--- src/rtl/filter_wr_generator.sv ---
// Filter buffer write generator: turns a stream of filter words into circular
// buffer writes and tracks how many complete filters are waiting for the reader.
module filter_wr_generator #(
  parameter int HEIGHT    = 16,
  parameter int WIDTH     = 8,
  parameter int ADD_WIDTH = (HEIGHT > 1) ? $clog2(HEIGHT) : 1
) (
  input  logic                 clk,
  input  logic                 rst,
  input  logic                 start,
  input  logic [ADD_WIDTH:0]   filter_size,
  input  logic [7:0]           num_filters,
  input  logic [WIDTH-1:0]     din,
  input  logic                 din_valid,
  output logic                 din_ready,
  input  logic                 filter_release,
  output logic                 filter_wen,
  output logic [ADD_WIDTH-1:0] filter_waddr,
  output logic [WIDTH-1:0]     filter_wdata,
  output logic                 filter_avail,
  output logic                 load_done
);

  localparam logic [ADD_WIDTH:0] DEPTH = (ADD_WIDTH+1)'(HEIGHT);

  typedef enum logic [1:0] {IDLE, LOAD, DONE} state_e;

  state_e                 state_q, state_d;
  logic [ADD_WIDTH:0]     size_q, size_d;
  logic [7:0]             total_q, total_d;
  logic [ADD_WIDTH-1:0]   idx_q, idx_d;
  logic [7:0]             fcnt_q, fcnt_d;
  logic [ADD_WIDTH-1:0]   head_q, head_d;
  logic [ADD_WIDTH:0]     occ_q, occ_d;
  logic [ADD_WIDTH:0]     cnt_q, cnt_d;
  logic                   wen_q, wen_d;
  logic [ADD_WIDTH-1:0]   waddr_q, waddr_d;
  logic [WIDTH-1:0]       wdata_q, wdata_d;

  logic                   legal_start, accept, rel, last_word, last_filter, complete;
  logic [ADD_WIDTH:0]     addr_sum, addr_wrap, head_sum, head_wrap;

  assign din_ready    = (state_q == LOAD) && (occ_q < DEPTH);
  assign filter_wen   = wen_q;
  assign filter_waddr = waddr_q;
  assign filter_wdata = wdata_q;
  assign filter_avail = (cnt_q != '0);
  assign load_done    = (state_q == DONE);

  always_comb begin
    legal_start = start && (state_q != LOAD) && (filter_size != '0) &&
                  (filter_size <= DEPTH) && (num_filters != 8'd0);
    accept      = din_valid && din_ready;
    // A release with nothing stored is dropped so count/occupancy never underflow.
    rel         = filter_release && (cnt_q != '0);
    last_word   = ({1'b0, idx_q} == (size_q - 1'b1));
    last_filter = ((fcnt_q + 8'd1) == total_q);
    complete    = accept && last_word;
    // Operands are below 2*HEIGHT, so one conditional subtract is a full mod.
    addr_sum    = {1'b0, head_q} + {1'b0, idx_q};
    addr_wrap   = (addr_sum >= DEPTH) ? addr_sum - DEPTH : addr_sum;
    head_sum    = {1'b0, head_q} + size_q;
    head_wrap   = (head_sum >= DEPTH) ? head_sum - DEPTH : head_sum;
  end

  always_comb begin
    state_d = state_q;
    size_d  = size_q;
    total_d = total_q;
    idx_d   = idx_q;
    fcnt_d  = fcnt_q;
    head_d  = head_q;
    occ_d   = occ_q;
    cnt_d   = cnt_q;
    wen_d   = 1'b0;
    waddr_d = waddr_q;
    wdata_d = wdata_q;

    if (legal_start) begin
      // Head and occupancy survive a new job: stored filters are still unread.
      state_d = LOAD;
      size_d  = filter_size;
      total_d = num_filters;
      idx_d   = '0;
      fcnt_d  = '0;
    end else if (accept) begin
      wen_d   = 1'b1;
      waddr_d = addr_wrap[ADD_WIDTH-1:0];
      wdata_d = din;
      if (last_word) begin
        idx_d  = '0;
        head_d = head_wrap[ADD_WIDTH-1:0];
        fcnt_d = fcnt_q + 8'd1;
        if (last_filter) state_d = DONE;
      end else begin
        idx_d = idx_q + 1'b1;
      end
    end

    if (accept) occ_d = occ_d + 1'b1;
    if (rel)    occ_d = occ_d - size_q;

    case ({complete, rel})
      2'b10:   cnt_d = cnt_q + 1'b1;
      2'b01:   cnt_d = cnt_q - 1'b1;
      default: cnt_d = cnt_q;
    endcase
  end

  always_ff @(posedge clk or negedge rst) begin
    if (!rst) begin
      state_q <= IDLE;
      size_q  <= '0;
      total_q <= '0;
      idx_q   <= '0;
      fcnt_q  <= '0;
      head_q  <= '0;
      occ_q   <= '0;
      cnt_q   <= '0;
      wen_q   <= 1'b0;
      waddr_q <= '0;
      wdata_q <= '0;
    end else begin
      state_q <= state_d;
      size_q  <= size_d;
      total_q <= total_d;
      idx_q   <= idx_d;
      fcnt_q  <= fcnt_d;
      head_q  <= head_d;
      occ_q   <= occ_d;
      cnt_q   <= cnt_d;
      wen_q   <= wen_d;
      waddr_q <= waddr_d;
      wdata_q <= wdata_d;
    end
  end

endmodule

--- config.mk ---
export PLATFORM = sky130hd
export DESIGN_NAME = filter_wr_generator
export DESIGN_NICKNAME = d
export VERILOG_FILES = /design/src/rtl/filter_wr_generator.sv
export SDC_FILE = /design/constraint.sdc
export NUM_CORES = 1
export LEC_CHECK = 0
export BUFFER_PORTS_ARGS = -buffer_cell sky130_fd_sc_hd__clkbuf_2
export CORE_ASPECT_RATIO = 0.75
export CORE_MARGIN = 2
export CORE_UTILIZATION = 60
export DETAILED_ROUTE_END_ITERATION = 8
export PLACE_DENSITY = 0.88
export SKIP_CTS_REPAIR_TIMING = 1
export SLEW_MARGIN = 20
export SYNTH_ARGS = -nofsm -noshare
export SYNTH_HDL_FRONTEND = slang
export SYNTH_SLANG_ARGS = --single-unit
--- constraint.sdc ---
create_clock -name clk -period 8.1 [get_ports clk]
set_input_delay 0.81 -clock clk [delete_from_list [all_inputs] [get_ports clk]]
set_output_delay 0.81 -clock clk [all_outputs]
set_load 0.05 [all_outputs]
==> run metrics <==
Arr. time, crit path=4.10 ns; full die area=0.00601 mm^2; sequential share of the synthesized area=0.417; final worst slack=4.24 ns; status=finished, final reports clean; CP startpoint kind=flip-flop; Worst setup EP type=flip-flop; Mapped Cells=324; M1 GR Usage=0.353; io pins=42; vias in the first global route=between 2000 and 3000; DRT antenna net count=0; WL/cell=15.8 um; Layout area overhead=9.57%; fraction of registers with async set/reset=1.00; maximum clock rate=259 MHz; number of synthesized flops with an enable pin=0; Mapped Nets=371; Main synth FF type=dfrtp_1; top cell type's share of synthesized area=0.417; post-route minimum period=~3.9 ns; Mapped Area=0.00324 mm^2; gpl congestion=0.849; Worst Hold Class=reg2reg; Max FO, Critical Path=13; M2 GR Usage=0.417; clk sink count=54; global route overflow=0; Slew Viols, Final=0; DR vias/cell=around 5.8; CTS clk-pin slew, worst paths=0.10 ns; leakage power=0.00168 uW; max cap viols=0; pin count of the biggest net entering global routing=55; first-pass GRT wire length=11.7 mm; Post-Syn Area per Cell=10.0 um^2; Final #Nets=407; Synth area leader=dfrtp_1; Port Buffers=just over 40; Die Y=67.7 um; CTS tree=done; met3 usage=0.0648; share of cells above drive strength 1=0.208; grt peak-use layer=met2; Clock Skew=0.00812 ns; row count=23; Die X=88.9 um; dominant cells by area after synthesis=dfrtp_1, ha_1, mux2_2; Iter 0 DRT Violations=190; Pwr Total=1500 uW; Clock Latency Late Sink=between 0.3 and 0.4 ns; Vias=2530; slew margin rel.=0.508; measured slew at the worst slew-check pin=0.738 ns; initial antenna violation count=0; Fin Setup TNS=0 ns; Residual DRC=0; post-DP HPWL=slightly above 5 mm; CTS Buf Count=5; total routed wirelength=6.88 mm; Fin. Hold Viols=0; # setup viols final=0; Initial DRT Pass Iterations=4; core box area=0.00527 mm^2; number of synthesized register bits=54; worst path required time=8.34 ns; Starting Density=0.616; yosys warns=0; dpl ws=between 4 and 5 ns; fin crit share=0.476; post-synthesis cell type count=49; Setup CP Type=reg2reg; Worst Hold Margin=0.483 ns; PD cells=between 400 and 500 mW/mm^2; Antenna diodes=0; H-tree depth=2; RSZ-0062 raised after global routing=false; VDD IR max=0.221 mV; Root Driver=clkbuf_8; GRT Total Usage=0.259; CTS Buffer Depth=2
==> cells by family after synthesis <==
group	after synthesis	synth area share
AO/OA/AOI/OAI	58	0.122
XOR/XNOR	33	0.0892
adder cells (fa/ha/maj)	21	0.0880
buffers and inverters	30	0.0452
flip-flops	54	0.417
multiplexers	20	0.0687
AND/OR/NAND/NOR	108	0.170
==> metal layers <==
metal  routed length [um]  up-vias  share of wire
li1                     -     1209              -
met1                 3020     1240           0.44
met2                 3370       66           0.49
met3                  351       15          0.051
met4                  138        0          0.020
met5                    0        -              0
==> worst max-delay path, stage by stage (launching register included) <==
cell and delay (ns):
dfrtp_1 0.42, inv_1 0.19, ha_1 0.26, xnor2_1 0.09, a22o_2 0.24, o211ai_2 0.44
nor2_1 0.20, inv_1 0.26, ha_1 0.42, xor2_1 0.12, ha_1 0.22, o21a_1 0.17
o22a_1 0.18, a21oi_1 0.17, mux2i_1 0.26, xnor2_1 0.15
==> cells in the final DEF (no fill, tap or decap), types with 10 or more instances in the layout <==
cell type / Yosys / final
dfrtp_1: 54 / 54
nand2_1: 45 / 45
clkbuf_2: 0 / 41
xnor2_1: 23 / 23
mux2_2: 18 / 18
ha_1: 18 / 18
inv_1: 15 / 15
o21ai_0: 13 / 13
a21oi_1: 12 / 12
nand3_1: 12 / 12
nor2_1: 11 / 11
xor2_1: 10 / 10
o211ai_1: 10 / 10
==> state kept, by name, summed over array words and instances (netlist names), 5 cells and up <==
signal,flops
fcnt_q,8
cnt_q,5
total_q,8
filter_wdata,8
size_q,5
occ_q,5
==> cell type report <==
class | count | area, um^2
multi-input combinational | 240 | 1740
fill | 427 | 1710
sequential | 54 | 1350
timing repair buffer | 44 | 228
tap | 75 | 93.8
clock buffer | 5 | 68.8
inverter | 15 | 56.3
clock inverter | 2 | 10.0
==> cells in the mapped netlist (2+ instances only) <==
cell and count:
dfrtp_1 54, nand2_1 45, xnor2_1 23, ha_1 18, mux2_2 18, inv_1 15, o21ai_0 13, a21oi_1 12
nand3_1 12, nor2_1 11, o211ai_1 10, xor2_1 10, a21o_1 7, nand2b_1 7, buf_2 6, nand4_1 6
clkbuf_1 4, nor3_1 4, nor4_1 4, buf_4 3, fa_1 3, nand3b_1 3, or4_1 3, a211oi_1 2
a41oi_1 2, and2_1 2, buf_6 2, mux2i_1 2, or3_1 2, or3b_1 2
==> report_power, final <==
part / leakage, uW / switching (uW) / internal, uW
registers: 0.000674 / 146 / 395
clock network: 0.0000438 / 88.0 / 58.3
logic: 0.000966 / 459 / 350
total: 0.00168 / 693 / 804
==> stage by stage <==
step	utilization	std cells	cell area [um^2]
global placement	0.660	428	3470
detailed placement	0.660	428	3470
global route	0.675	435	3550
finish	0.675	435	3550
CTS	0.675	435	3550
floorplan	-	324	3240
==> path summary, 6_finish.rpt <==
path	from	end	slack [ns]	cells past startpoint
setup / recovery	size_q[1]	cnt_q[4]	4.24	15
hold / removal	filter_wdata[1]	filter_wdata[1]	0.48	2
setup reg to reg	size_q[1]	cnt_q[4]	4.24	15
hold reg to reg	filter_wdata[1]	filter_wdata[1]	0.48	2
max in group asynchronous	rst	size_q[3]	7.04	2
min in group asynchronous	rst	filter_wdata[4]	0.60	2
Note: power is estimated with default switching activity, not from simulation.
